## config.mk

```make
export PLATFORM = sky130hd
export DESIGN_NAME = irq_ctrl_flat
export DESIGN_NICKNAME = d
export VERILOG_FILES = /design/src/rtl/irq_ctrl_if.sv /design/src/rtl/irq_ctrl.sv /design/src/flat_wrapper.sv
export SDC_FILE = /design/constraint.sdc
export NUM_CORES = 1
export LEC_CHECK = 0
export ABC_CLOCK_PERIOD_IN_PS = 3750
export CORE_ASPECT_RATIO = 0.7
export CORE_MARGIN = 5
export CORE_UTILIZATION = 49
export DETAILED_ROUTE_END_ITERATION = 16
export HOLD_SLACK_MARGIN = 0.02
export PLACE_DENSITY = 0.86
export SYNTH_ARGS = -nofsm -noshare
export SYNTH_HDL_FRONTEND = slang
export SYNTH_SLANG_ARGS = --single-unit
```

## constraint.sdc

```tcl
create_clock -name clk -period 3.75 [get_ports clk]
set_input_delay 0.9375 -clock clk [delete_from_list [all_inputs] [get_ports clk]]
set_output_delay 0.9375 -clock clk [all_outputs]
set_load 0.02 [all_outputs]
```

## src/rtl/irq_ctrl_if.sv

```systemverilog
// irq_ctrl_if: CPU-side bus of the interrupt controller (requests, boundary info, pulses, status).
interface irq_ctrl_if #(
    parameter int NUM_SRC = 3,
    parameter int PC_W    = 32
);
    logic [NUM_SRC-1:0] irq_req, mask_din, pending, in_service, mask;
    logic               inst_done, eret, mask_we, irq_take, eret_take;
    logic [PC_W-1:0]    pc_next, irq_vector, eret_pc;

    modport master (
        output irq_req, inst_done, pc_next, eret, mask_we, mask_din,
        input  irq_take, irq_vector, eret_take, eret_pc, pending, in_service, mask
    );
    modport slave (
        input  irq_req, inst_done, pc_next, eret, mask_we, mask_din,
        output irq_take, irq_vector, eret_take, eret_pc, pending, in_service, mask
    );
endinterface

```

## src/rtl/irq_ctrl.sv

```systemverilog
// irq_ctrl: vectored fixed-priority interrupt controller with return-PC stack.
// Define NESTED_IRQ_EN to let higher-priority sources preempt active handlers.
module irq_ctrl #(
    parameter int              NUM_SRC      = 3,
    parameter int              PC_W         = 32,
    parameter logic [PC_W-1:0] HANDLER_BASE = 'h100,
    parameter logic [PC_W-1:0] VEC_STRIDE   = 'h20
) (
    input logic       clk,
    input logic       rst_n,
    irq_ctrl_if.slave bus
);
    localparam int IW = NUM_SRC > 1 ? $clog2(NUM_SRC) : 1;

    typedef enum logic [1:0] {RUN, TAKE, RET} state_e;

    state_e             state_q, state_d;
    logic [NUM_SRC-1:0] req_prev_q, pending_q, pending_d, in_service_q, in_service_d;
    logic [NUM_SRC-1:0] mask_q, mask_d, elig, win_oh;
    logic [IW-1:0]      win;
    logic [PC_W-1:0]    vector_q, vector_d, eret_pc_q, eret_pc_d, top;
    logic               do_ret, do_take;

    always_comb begin
        elig   = '0;
        win    = '0;
        win_oh = '0;
        for (int i = 0; i < NUM_SRC; i++)
`ifdef NESTED_IRQ_EN
            elig[i] = pending_q[i] & ~mask_q[i] & ~|(in_service_q & NUM_SRC'((2 << i) - 1));
`else
            elig[i] = pending_q[i] & ~mask_q[i] & ~|in_service_q;
`endif
        // descending scan so the lowest eligible index is written last
        for (int i = NUM_SRC - 1; i >= 0; i--)
            if (elig[i]) begin
                win    = IW'(i);
                win_oh = NUM_SRC'(1) << i;
            end
    end

    always_comb begin
        do_ret       = state_q == RUN && bus.inst_done && bus.eret && |in_service_q;
        do_take      = state_q == RUN && bus.inst_done && |elig && !do_ret;
        state_d      = do_ret ? RET : do_take ? TAKE : RUN;
        pending_d    = (pending_q | (bus.irq_req & ~req_prev_q)) & ~(do_take ? win_oh : '0);
        in_service_d = do_ret ? in_service_q & (in_service_q - 1'b1)
                     : do_take ? in_service_q | win_oh : in_service_q;
        mask_d       = bus.mask_we ? bus.mask_din : mask_q;
        vector_d     = do_take ? HANDLER_BASE + PC_W'(win) * VEC_STRIDE : vector_q;
        eret_pc_d    = do_ret ? top : eret_pc_q;
    end

    always_ff @(posedge clk or negedge rst_n) begin
        if (!rst_n) begin
            state_q      <= RUN;
            req_prev_q   <= '0;
            pending_q    <= '0;
            in_service_q <= '0;
            mask_q       <= '0;
            vector_q     <= '0;
            eret_pc_q    <= '0;
        end else begin
            state_q      <= state_d;
            req_prev_q   <= bus.irq_req;
            pending_q    <= pending_d;
            in_service_q <= in_service_d;
            mask_q       <= mask_d;
            vector_q     <= vector_d;
            eret_pc_q    <= eret_pc_d;
        end
    end

`ifdef NESTED_IRQ_EN
    localparam int CW = $clog2(NUM_SRC + 1);
    logic [CW-1:0]   depth;
    logic [PC_W-1:0] stack_q [NUM_SRC];

    always_comb begin
        depth = '0;
        for (int i = 0; i < NUM_SRC; i++) depth = depth + CW'(in_service_q[i]);
    end

    always_ff @(posedge clk or negedge rst_n) begin
        if (!rst_n) begin
            for (int i = 0; i < NUM_SRC; i++) stack_q[i] <= '0;
        end else if (do_take) begin
            stack_q[IW'(depth)] <= bus.pc_next;
        end
    end

    assign top = stack_q[IW'(depth - 1'b1)];
`else
    logic [PC_W-1:0] stack_q;

    always_ff @(posedge clk or negedge rst_n) begin
        if (!rst_n) stack_q <= '0;
        else if (do_take) stack_q <= bus.pc_next;
    end

    assign top = stack_q;
`endif

    assign bus.irq_take   = state_q == TAKE;
    assign bus.eret_take  = state_q == RET;
    assign bus.irq_vector = vector_q;
    assign bus.eret_pc    = eret_pc_q;
    assign bus.pending    = pending_q;
    assign bus.in_service = in_service_q;
    assign bus.mask       = mask_q;
endmodule

```

## src/flat_wrapper.sv

```systemverilog
// flat-port wrapper written by rule: the top's interface ports become plain ports
module irq_ctrl_flat 
#(
    parameter int              NUM_SRC      = 3,
    parameter int              PC_W         = 32,
    parameter logic [PC_W-1:0] HANDLER_BASE = 'h100,
    parameter logic [PC_W-1:0] VEC_STRIDE   = 'h20
)
  (clk, rst_n, bus_irq_req, bus_inst_done, bus_pc_next, bus_eret, bus_mask_we, bus_mask_din, bus_irq_take, bus_irq_vector, bus_eret_take, bus_eret_pc, bus_pending, bus_in_service, bus_mask);
  irq_ctrl_if #(.NUM_SRC(NUM_SRC), .PC_W(PC_W)) bus_i ();
  input logic clk;
  input logic rst_n;
  input wire logic [$bits(bus_i.irq_req)-1:0] bus_irq_req;
  input wire logic [$bits(bus_i.inst_done)-1:0] bus_inst_done;
  input wire logic [$bits(bus_i.pc_next)-1:0] bus_pc_next;
  input wire logic [$bits(bus_i.eret)-1:0] bus_eret;
  input wire logic [$bits(bus_i.mask_we)-1:0] bus_mask_we;
  input wire logic [$bits(bus_i.mask_din)-1:0] bus_mask_din;
  output wire logic [$bits(bus_i.irq_take)-1:0] bus_irq_take;
  output wire logic [$bits(bus_i.irq_vector)-1:0] bus_irq_vector;
  output wire logic [$bits(bus_i.eret_take)-1:0] bus_eret_take;
  output wire logic [$bits(bus_i.eret_pc)-1:0] bus_eret_pc;
  output wire logic [$bits(bus_i.pending)-1:0] bus_pending;
  output wire logic [$bits(bus_i.in_service)-1:0] bus_in_service;
  output wire logic [$bits(bus_i.mask)-1:0] bus_mask;
  assign bus_i.irq_req = bus_irq_req;
  assign bus_i.inst_done = bus_inst_done;
  assign bus_i.pc_next = bus_pc_next;
  assign bus_i.eret = bus_eret;
  assign bus_i.mask_we = bus_mask_we;
  assign bus_i.mask_din = bus_mask_din;
  assign bus_irq_take = bus_i.irq_take;
  assign bus_irq_vector = bus_i.irq_vector;
  assign bus_eret_take = bus_i.eret_take;
  assign bus_eret_pc = bus_i.eret_pc;
  assign bus_pending = bus_i.pending;
  assign bus_in_service = bus_i.in_service;
  assign bus_mask = bus_i.mask;
  irq_ctrl #(.NUM_SRC(NUM_SRC), .PC_W(PC_W), .HANDLER_BASE(HANDLER_BASE), .VEC_STRIDE(VEC_STRIDE)) u_core (.clk(clk), .rst_n(rst_n), .bus(bus_i));
endmodule
```

Word-level counts from Yosys, hierarchy flattened
Index checks and enable logic that the tools add are counted.
{ "totals": {"regBits": 110, "latch_bits": 0, "ram_bits": 0, "mem_bits_ro": 0, "input_bits": 43, "mem_count": 0} }
{ "op_classes": {"addsub": 2, "n_mul": 0, "div_mod_pow": 0, "magnitude_cmp": 0, "eq_ne": 2, "n_shift": 0, "n_mux": 11, "bitwise_logic": 16, "reduce_logical": 11} }
{ "ops": {"columns": ["op", "n"], "rows": [
  ["two-way mux 3 bit", 6],
  ["adder 9 x 7 -> 10 bit, first input constant", 1],
  ["bitwise AND 3 bit", 3],
  ["two-way mux 2 bit", 4],
  ["bitwise AND 1 bit", 6],
  ["NOT 3 bit", 2],
  ["bitwise OR 3 bit", 2],
  ["OR reduction 3 bit", 2],
  ["logical AND 1 bit", 5],
  ["NOT 1 bit", 3],
  ["subtractor 3 x 1 -> 3 bit, second input constant", 1],
  ["equality test 2 x 1 -> 1 bit, second input constant", 1],
  ["equality test 2 bit, second input constant", 1],
  ["zero test 1 bit", 2],
  ["zero test 2 bit", 1],
  ["nonzero test 2 bit", 1],
  ["two-way mux 1 bit", 1]
]} }

Depth between registers and ports, before layout
Gate-level depths: netlist (run 1).
{ "logic_depth": {"word_depth": 9, "depth_mapped": 6, "mapped_depth_nobuf": 5} }

Worst setup path before layout (run 1)
No wires, ideal clock.
{ "synth_timing": {"kind": "input to register", "start": "input bus_inst_done", "end": "register u_core.eret_pc_q[0] (netlist: u_core.bus.eret_pc[0])", "t_arrival_ns": 1.888, "path_slack_ns": 1.737, "path_stages": 4, "n_path_buf": 1, "cell_sequence": "nor3b_4 -> nand3_4 -> buf_6 -> mux2_4"} }
{ "synth_between": {"elab_chain_cells": 3} }
{ "synth_lines": {"columns": ["element", "line", "rtl"], "rows": [
  ["start, declared", "flat_wrapper.sv:14", "input wire logic [$bits(bus_i.inst_done)-1:0] bus_inst_done;"],
  ["logical AND 1 bit (3 in a row)", "irq_ctrl.sv:43", "do_ret = state_q == RUN && bus.inst_done && bus.eret && |in_service_q;"],
  ["end signal, assigned", "irq_ctrl.sv:70", "eret_pc_q <= eret_pc_d;"],
  ["end, declared", "irq_ctrl.sv:21", "logic [PC_W-1:0] vector_q, vector_d, eret_pc_q, eret_pc_d, top;"]
]} }
Every way passes these cells.
A chain may end at the register's enable or synchronous reset.

Final worst setup path (run 1)
{ "layout_timing": {"start": "input bus_inst_done", "end": "register u_core.eret_pc_q[14] (netlist: u_core.bus.eret_pc[14])"} }
The elaborated chain is that of the path after synthesis.

==> results of run 1 <==
-- registers in the layout (all words and copies together) (netlist names) --
register               flops
u_core.bus.mask            3
u_core.bus.pending         3
u_core.bus.irq_vector      3
u_core.req_prev_q          3
u_core.state_q             2
u_core.stack_q            32
u_core.bus.in_service      3
u_core.bus.eret_pc        32
-- power breakdown --
group / switching (mW) / internal [mW] / total, mW
combinational: 0.756 / 0.784 / 1.54
clock: 0.291 / 0.371 / 0.663
sequential: 0.233 / 1.24 / 1.47
-- worst paths after layout --
kind | depth (start not counted) | end | slack, ps | start
min in group asynchronous | 1 | u_core.bus.irq_vector[8] | 750 | rst_n
max in group asynchronous | 1 | u_core.bus.eret_pc[16] | 2380 | rst_n
worst min-delay path | 2 | u_core.stack_q[26] | 480 | u_core.stack_q[26]
worst max register to register | 3 | u_core.bus.eret_pc[14] | 1700 | u_core.state_q[0]
worst max-delay path | 4 | u_core.bus.eret_pc[14] | 1100 | bus_inst_done
worst min register to register | 2 | u_core.stack_q[26] | 480 | u_core.stack_q[26]
-- logic make-up (layout without fill, tap and decap cells) --
group / count (synthesis) / in the layout / synth area share, %
AOI/OAI and AO/OA: 13 / 13 / 2.697
and+or+nand+nor: 114 / 114 / 14.76
DFF: 81 / 81 / 59.04
other: 1 / 29 / 0.1092
buffers and inverters: 44 / 110 / 8.965
muxes: 35 / 35 / 14.43
-- stage by stage --
stage	worst slack [ps]	hold slack (ps)	instance area, um^2	utilization (%)	total power, mW
3_3_place_gp	793.4	452.0	4263	62.80	2.968
4_1_cts	1098	480.5	4473	65.90	3.728
3_5_place_dp	718.6	460.8	4263	62.80	3.044
5_1_grt	993.2	498.1	4473	65.90	3.906
6_report	1099	477.5	4473	65.90	3.676
2_1_floorplan	1737	441.7	3538	-	2.427
-- metal layers --
metal,part of all wire [%],vias to the layer above,track usage [%]
li1,-,1045,-
met1,42,1046,22.01
met2,49,75,27.36
met3,7.8,12,5.901
met4,1.7,0,6.102
met5,0,-,0
-- layout make-up --
| type | count | area (um^2) |
|---|---|---|
| clock buffers | 10 | 127.6 |
| clock inverters | 6 | 82.58 |
| fillers | 543 | 2315 |
| inverters | 5 | 18.77 |
| multi-input cells | 191 | 1214 |
| flip-flops and latches | 81 | 2027 |
| well taps | 94 | 117.6 |
| repair buffers | 89 | 885.9 |
-- worst max-delay path: stages --
cell,delay [ps]
clkdlybuf4s50_1,450
nor3b_4,380
nand3_4,590
mux2_4,510
-- Yosys cell counts (all sizes together), types with 2 or more instances --
| cell | count | share of area [%] |
|---|---|---|
| buf | 39 | 8.4 |
| dfrtp | 81 | 59 |
| nor2b | 5 | 0.91 |
| nand2 | 97 | 11 |
| a21o | 2 | 0.44 |
| inv | 5 | 0.55 |
| a21oi | 7 | 1.0 |
| mux2 | 35 | 14 |
| nor2 | 4 | 0.44 |
==> impl_metrics.yaml, run 1 <==
sta:
  timing.final.crit_share_pct: 70.68
  fin_skew_ps: 8.073
  tightest_slew_ps: 971.2
  rsz0062_at_grt: "false"
  period_needed_ps: 2651
  hold_viol: 0
  slew_headroom_pct: 35.25
  setup_viol: 0
  slew_viol_final: 0
  finalSetupTns_ps: 0
  fmax_ghz: 0.3773
synthesis:
  ys.flop_type: "dfrtp_1"
  synth_edf_count: 0
  syn_area_um2: 3433
  seq_area_frac_synth_pct: 59.04
  synthArstFlopShare_pct: 100.0
  ys_types: 26
  syn_inst: 288
  yosys_warnings: 0
  ys_seq_elements: 81
  syn_area_per_cell_um2: 11.92
global_routing:
  grt_pass1_wl_mm: 11.41
  grt_max_degree: 82
  grt_pass1_vias: 2271
  antenna_found_initial: 0
  track_usage_pct: 17.27
  gr-total-overflow: 0
worst_hold_path:
  hp-class: "flip-flop to flip-flop"
clock_tree:
  clock-sinks: 81
  clk_pin_slew_ps: 80
  cts_tree: "done"
  clock_path_buffers: 2
  cts_htree_levels: 3
  cts_resized: 0
  cts_root_buffer: "clkbuf_8"
  cts_made_buffers: 9
  cts_setup_buffers: 0
  cts_hold_buf: 0
  clk_latency_ps: 350
route:
  routed_wl_mm: 7.157
  first_iter_violations: 63
  vias_per_cell: 4.576
  routedWlPerCell_um: 15.04
  first_pass_iters: 4
  drtAntennaViolNets: 0
  route.detailed.drc: 0
  dr_total_vias: 2178
final_layout:
  drive_gt1_share_pct: 15.71
  num_antenna_cells: 0
  stdcell_count: 476
  final_nets: 420
  area_delta_synth_final_pct: 30.28
  final_cell_mix: "nand2_1, clkdlybuf4s50_1, dfrtp_1"
  final_common_cell: "nand2_1"
power_and_ir_drop:
  p_per_area_nw_per_um2: 821.9
  peakVddDrop_uv: 375.6
  p_leak_nw: 2.228
run:
  maxCapViolations: 0
die:
  num_rows: 25
  io_pins: 118
  die_w_um: 110.0
  core_area_um2: 6788
  die_y_um: 80.04
  initial_utilization_pct: 50.58
  die_area_um2: 8807
worst_setup_path:
  worstSetupPathType: "input pin to flip-flop"
  crit_fanout: 35
  end_kind: "flip-flop"
  cp.arrival_ps: 2880
  worst_setup_path_start_kind: "input pin"
  crit_required_ps: 3980
outcome:
  outcome: "completed"
placement:
  hpwl_mm: 5.095
  placed_cells: 460
  place.gp.congestion: 0.7550
  portBuffers: 88
Power figures use the tool's default switching activity.
==> inputs of run 2 (changes only) <==
- ABC_CLOCK_PERIOD_IN_PS: 3750 -> 2670
- CORE_UTILIZATION: 49 -> 45
- PLACE_DENSITY: 0.86 -> 0.8
- clock period: 3.75 -> 2.67 ns (I/O delays scaled with it)
==> run 2 against run 1 <==
Against the previous run: count of clock-buffer cells in the layout is 1 higher; worst setup slack lost 630 ps; flip-flop and latch count unchanged; global-route usage shrank 1.3 points; via count decreased by 1.1%; routed wire length down 1.6%; final cell count grew 1.5%; hold slack worse by 160 ps; sequential share of layout area shrank 0.53 points; clock skew increased by 2.6 ps; total power increased by 40%.
==> impl_metrics.yaml, run 2 (same netlist as run 1, synthesis figures left out) <==
outcome:
  outcome: "completed"
placement:
  dp_slack_ps: 282.2
  portBuffers: 88
  placed_cells: 468
  place.gp.congestion: 0.8533
  hpwl_mm: 5.220
global_routing:
  antenna_found_initial: 0
  grt_pass1_wl_mm: 12.02
  track_usage_pct: 15.96
  grt_max_degree: 47
  gr-total-overflow: 0
  grt_pass1_vias: 2308
clock_tree:
  clock-sinks: 81
  cts_htree_levels: 3
  cts_tree: "done"
  cts_resized: 0
  clk_pin_slew_ps: 80
  cts_setup_buffers: 0
  clock_path_buffers: 2
  cts_made_buffers: 9
  clk_latency_ps: 340
  cts_hold_buf: 0
  cts_root_buffer: "clkbuf_8"
worst_setup_path:
  cpPeakStageDelay_ps: 620
  cp_slowest_cell: "clkdlybuf4s50_1"
  crit_required_ps: 2000
  worst-path-buf-inv: 1
  crit_fanout: 3
  path_delay_family: "buffers and inverters"
  cp.arrival_ps: 1530
  worst_setup_path_start_kind: "flip-flop"
  crit_chain: "nor2b_1 -> clkdlybuf4s50_1"
  end_kind: "output port"
  worstSetupPathType: "flip-flop to output port"
final_layout:
  final_util_pct: 61.56
  stdcell_count: 483
  final-seq-area_um2: 2027
  num_antenna_cells: 0
  final_cell_mix: "nand2_1, clkdlybuf4s50_1, dfrtp_1"
  fill_cells: 598
  final_nets: 424
  final_common_cell: "nand2_1"
  drive_gt1_share_pct: 16.62
  multi_input_area_um2: 1214
  area_delta_synth_final_pct: 31.81
power_and_ir_drop:
  peakVddDrop_uv: 462.2
  power_mw: 5.159
  p_per_area_nw_per_um2: 1140
  p_leak_nw: 2.251
sta:
  setup_viol: 0
  hold_viol: 0
  worst_slack_ps: 468.3
  finalSetupTns_ps: 0
  fmax_ghz: 0.4542
  slew_headroom_pct: 60.20
  rsz0062_at_grt: "false"
  tightest_slew_ps: 597.0
  period_needed_ps: 2202
  slew_viol_final: 0
  fin_skew_ps: 10.70
  timing.final.crit_share_pct: 82.46
die:
  die_w_um: 114.4
  die_area_um2: 9504
  initial_utilization_pct: 46.70
  core_area_um2: 7352
  num_rows: 26
  die_y_um: 83.08
  io_pins: 118
route:
  drtAntennaViolNets: 0
  routedWlPerCell_um: 14.59
  routed_wl_mm: 7.045
  first_iter_violations: 79
  vias_per_cell: 4.460
  route.detailed.drc: 0
  dr_total_vias: 2154
  first_pass_iters: 4
worst_hold_path:
  hp-class: "input pin to async pin"
run:
  maxCapViolations: 0
==> run 2: cell count changes in the layout (fill, tap and decap cells not counted) <==
cell,change
clkinv_2,-2
inv_6,+1
buf_4,+2
bufinv_16,-1
buf_12,+2
clkbuf_1,-1
clkbuf_8,+2
==> run 2: final cells by class <==
class                           instances  share of cell area [%]
Clock inverter                          4                   1.134
Inverter                                5                  0.4147
Tap cell                               98                   2.709
Timing Repair Buffer                   93                   20.79
Sequential cell                        81                   44.79
Multi-Input combinational cell        191                   26.82
Clock buffer                           11                   3.345
==> run 2: path summary, 6_finish.rpt <==
| check | start | end | slack [ps] | cells after the start |
|---|---|---|---|---|
| max | u_core.state_q[1] | bus_eret_take | 470 | 2 |
| min | rst_n | u_core.bus.eret_pc[0] | 320 | 1 |
| max reg2reg | u_core.bus.in_service[1] | u_core.bus.eret_pc[31] | 670 | 4 |
| min reg2reg | u_core.stack_q[16] | u_core.stack_q[16] | 480 | 2 |
| max in group asynchronous | rst_n | u_core.bus.pending[0] | 1740 | 2 |
| min in group clk | u_core.stack_q[16] | u_core.stack_q[16] | 480 | 2 |
==> run 2: report_power, final <==
part           total, mW  switching (mW)  internal [mW]
Clock              0.892           0.412          0.480
Combinational       2.20            1.07           1.13
Sequential          2.07           0.325           1.74
==> run 2: layer usage <==
metal  global-route usage [%]  vias to the layer above  routed length (um)
met3                    5.015                        8                 458
met5                        0                        -                   0
met2                    24.46                       77                3273
li1                         -                     1051                   -
met1                    21.96                     1018                3259
met4                    4.207                        0                  54
==> run 2: stage by stage <==
stage / hold WS, ps / instance area (um^2)
after CTS: 333.2 / 4526
after floorplan: 371.9 / 3538
after global routing: 360.5 / 4526
final: 320.9 / 4526
after detailed placement: 460.8 / 4323
after global placement: 452.7 / 4323
==> inputs of run 3 (changes only) <==
- ABC_CLOCK_PERIOD_IN_PS: 2670 -> 1900
- CORE_UTILIZATION: 45 -> 41
- PLACE_DENSITY: 0.8 -> 0.76
- clock period: 2.67 -> 1.9 ns (I/O delays scaled with it)
==> run 3 against run 2 <==
Against the previous run: die area increased by 8.7%; routed wire length grew 4.8%; combinational power rose by 45%; critical endpoint is now bus_eret_pc[23]; sequential share of layout area down 1.6 points; critical path type unchanged; highest routed layer unchanged; largest power group unchanged.
==> impl_metrics.yaml, run 3 (same netlist as run 1, synthesis figures left out) <==
final_layout:
  stdcell_count: 491
  final_cell_mix: "nand2_1, clkdlybuf4s50_1, dfrtp_1"
  postLayoutCellArea_um2: 4695
  final_common_cell: "nand2_1"
  fill_cells: 690
  num_antenna_cells: 0
  drive_gt1_share_pct: 17.69
  final_nets: 430
  area_delta_synth_final_pct: 36.73
sta:
  worst_slack_ps: 100.6
  slew_headroom_pct: 66.21
  timing.final.crit_share_pct: 94.70
  rsz0062_at_grt: "false"
  finalSetupTns_ps: 0
  setup_viol: 0
  tightest_slew_ps: 502.9
  period_needed_ps: 1799
  slew_viol_final: 0
  fin_skew_ps: 4.041
  hold_viol: 0
  fmax_ghz: 0.5557
clock_tree:
  clk_latency_ps: 330
  cts_root_buffer: "clkbuf_16"
  cts_made_buffers: 9
  cts_setup_buffers: 0
  clock_path_buffers: 2
  clk_pin_slew_ps: 60
  cts_tree: "done"
  cts_htree_levels: 3
  clock-sinks: 81
  cts_hold_buf: 0
worst_setup_path:
  cpPeakStageDelay_ps: 630
  path_delay_family: "buffers and inverters"
  cp_slowest_cell: "clkdlybuf4s50_1"
  worst-path-buf-inv: 1
  crit_required_ps: 1420
  crit_fanout: 2
  crit_chain: "clkdlybuf4s50_1"
  end_kind: "output port"
  worst_setup_path_start_kind: "flip-flop"
  worstSetupPathType: "flip-flop to output port"
  cp.arrival_ps: 1320
die:
  io_pins: 118
  die_area_um2: 10330
  die_y_um: 86.56
  core_area_um2: 8006
  num_rows: 27
  initial_utilization_pct: 42.88
  die_w_um: 119.4
route:
  routed_wl_mm: 7.382
  route.detailed.drc: 0
  first_pass_iters: 4
  first_iter_violations: 134
  drtAntennaViolNets: 0
  routedWlPerCell_um: 15.03
  dr_total_vias: 2234
  vias_per_cell: 4.550
placement:
  place.gp.congestion: 0.7593
  dp_slack_ps: -164.7
  hpwl_mm: 5.433
  portBuffers: 88
  place_area_um2: 4409
  placed_cells: 477
global_routing:
  antenna_found_initial: 0
  track_usage_pct: 14.89
  gr-total-overflow: 0
  grt_pass1_vias: 2316
  grt_max_degree: 41
  grt_pass1_wl_mm: 11.85
power_and_ir_drop:
  power_mw: 7.757
  p_per_area_nw_per_um2: 1652
  p_leak_nw: 2.379
  peakVddDrop_uv: 795.8
run:
  maxCapViolations: 0
worst_hold_path:
  hp-class: "input pin to async pin"
outcome:
  outcome: "completed"
-- run 3: changes by cell type in the layout (fill, tap and decap cells not counted), sizes merged --
cell / previous run / this run
buf: 6 / 12
clkbuf: 11 / 10
clkdlybuf4s50: 87 / 82
clkinv: 1 / 3
clkinvlp: 1 / 0
dlygate4sd2: 0 / 3
dlymetal6s2s: 0 / 2
inv: 6 / 5
-- run 3: final cells by class --
| type | instances | area, um^2 | area share, % |
|---|---|---|---|
| repair buffers | 99 | 1025 | 21.83 |
| clock inverters | 4 | 45.04 | 0.9595 |
| well taps | 101 | 126.4 | 2.692 |
| multi-input cells | 191 | 1214 | 25.85 |
| flip-flops and latches | 81 | 2027 | 43.18 |
| clock buffers | 10 | 239.0 | 5.091 |
| inverters | 5 | 18.77 | 0.3998 |
-- run 3: report_power, final --
group,switching [mW],internal [mW],leakage (nW),total [mW]
logic,1.54,1.66,1.23,3.20
registers,0.440,2.45,1.00,2.89
clock network,0.632,1.03,0.144,1.66
total,2.61,5.15,2.38,7.76
-- run 3: final timing paths --
check / from / end / slack (ps) / cells after the start
worst max-delay path: u_core.bus.eret_pc[23] / bus_eret_pc[23] / 100 / 1
worst min-delay path: rst_n / u_core.req_prev_q[1] / 50 / 1
worst max register to register: u_core.bus.in_service[1] / u_core.bus.eret_pc[31] / 220 / 4
worst min register to register: u_core.stack_q[27] / u_core.stack_q[27] / 470 / 2
max in group asynchronous: rst_n / u_core.bus.eret_pc[17] / 1310 / 2
min in group clk: u_core.stack_q[27] / u_core.stack_q[27] / 470 / 2
-- run 3: what timing repair did --
item / CTS / global route
resized for setup: 3 / 2
endpoints found under the setup margin: 3 / 2
pin swaps: 0 / 0
-- run 3: routing by layer --
layer,part of all wire [%],GRT usage (%),vias up
li1,-,-,1067
met1,47,19.72,1086
met2,45,22.45,74
met3,6.4,5.349,7
met4,1.3,5.925,0
met5,0,0,-
-- run 3: per-stage QoR --
step / utilization (%) / hold slack, ps
floorplan: - / 179.4
global placement: 55.07 / 417.2
detailed placement: 55.07 / 417.3
CTS: 58.57 / 54.77
global route: 58.63 / 76.20
finish: 58.63 / 52.51
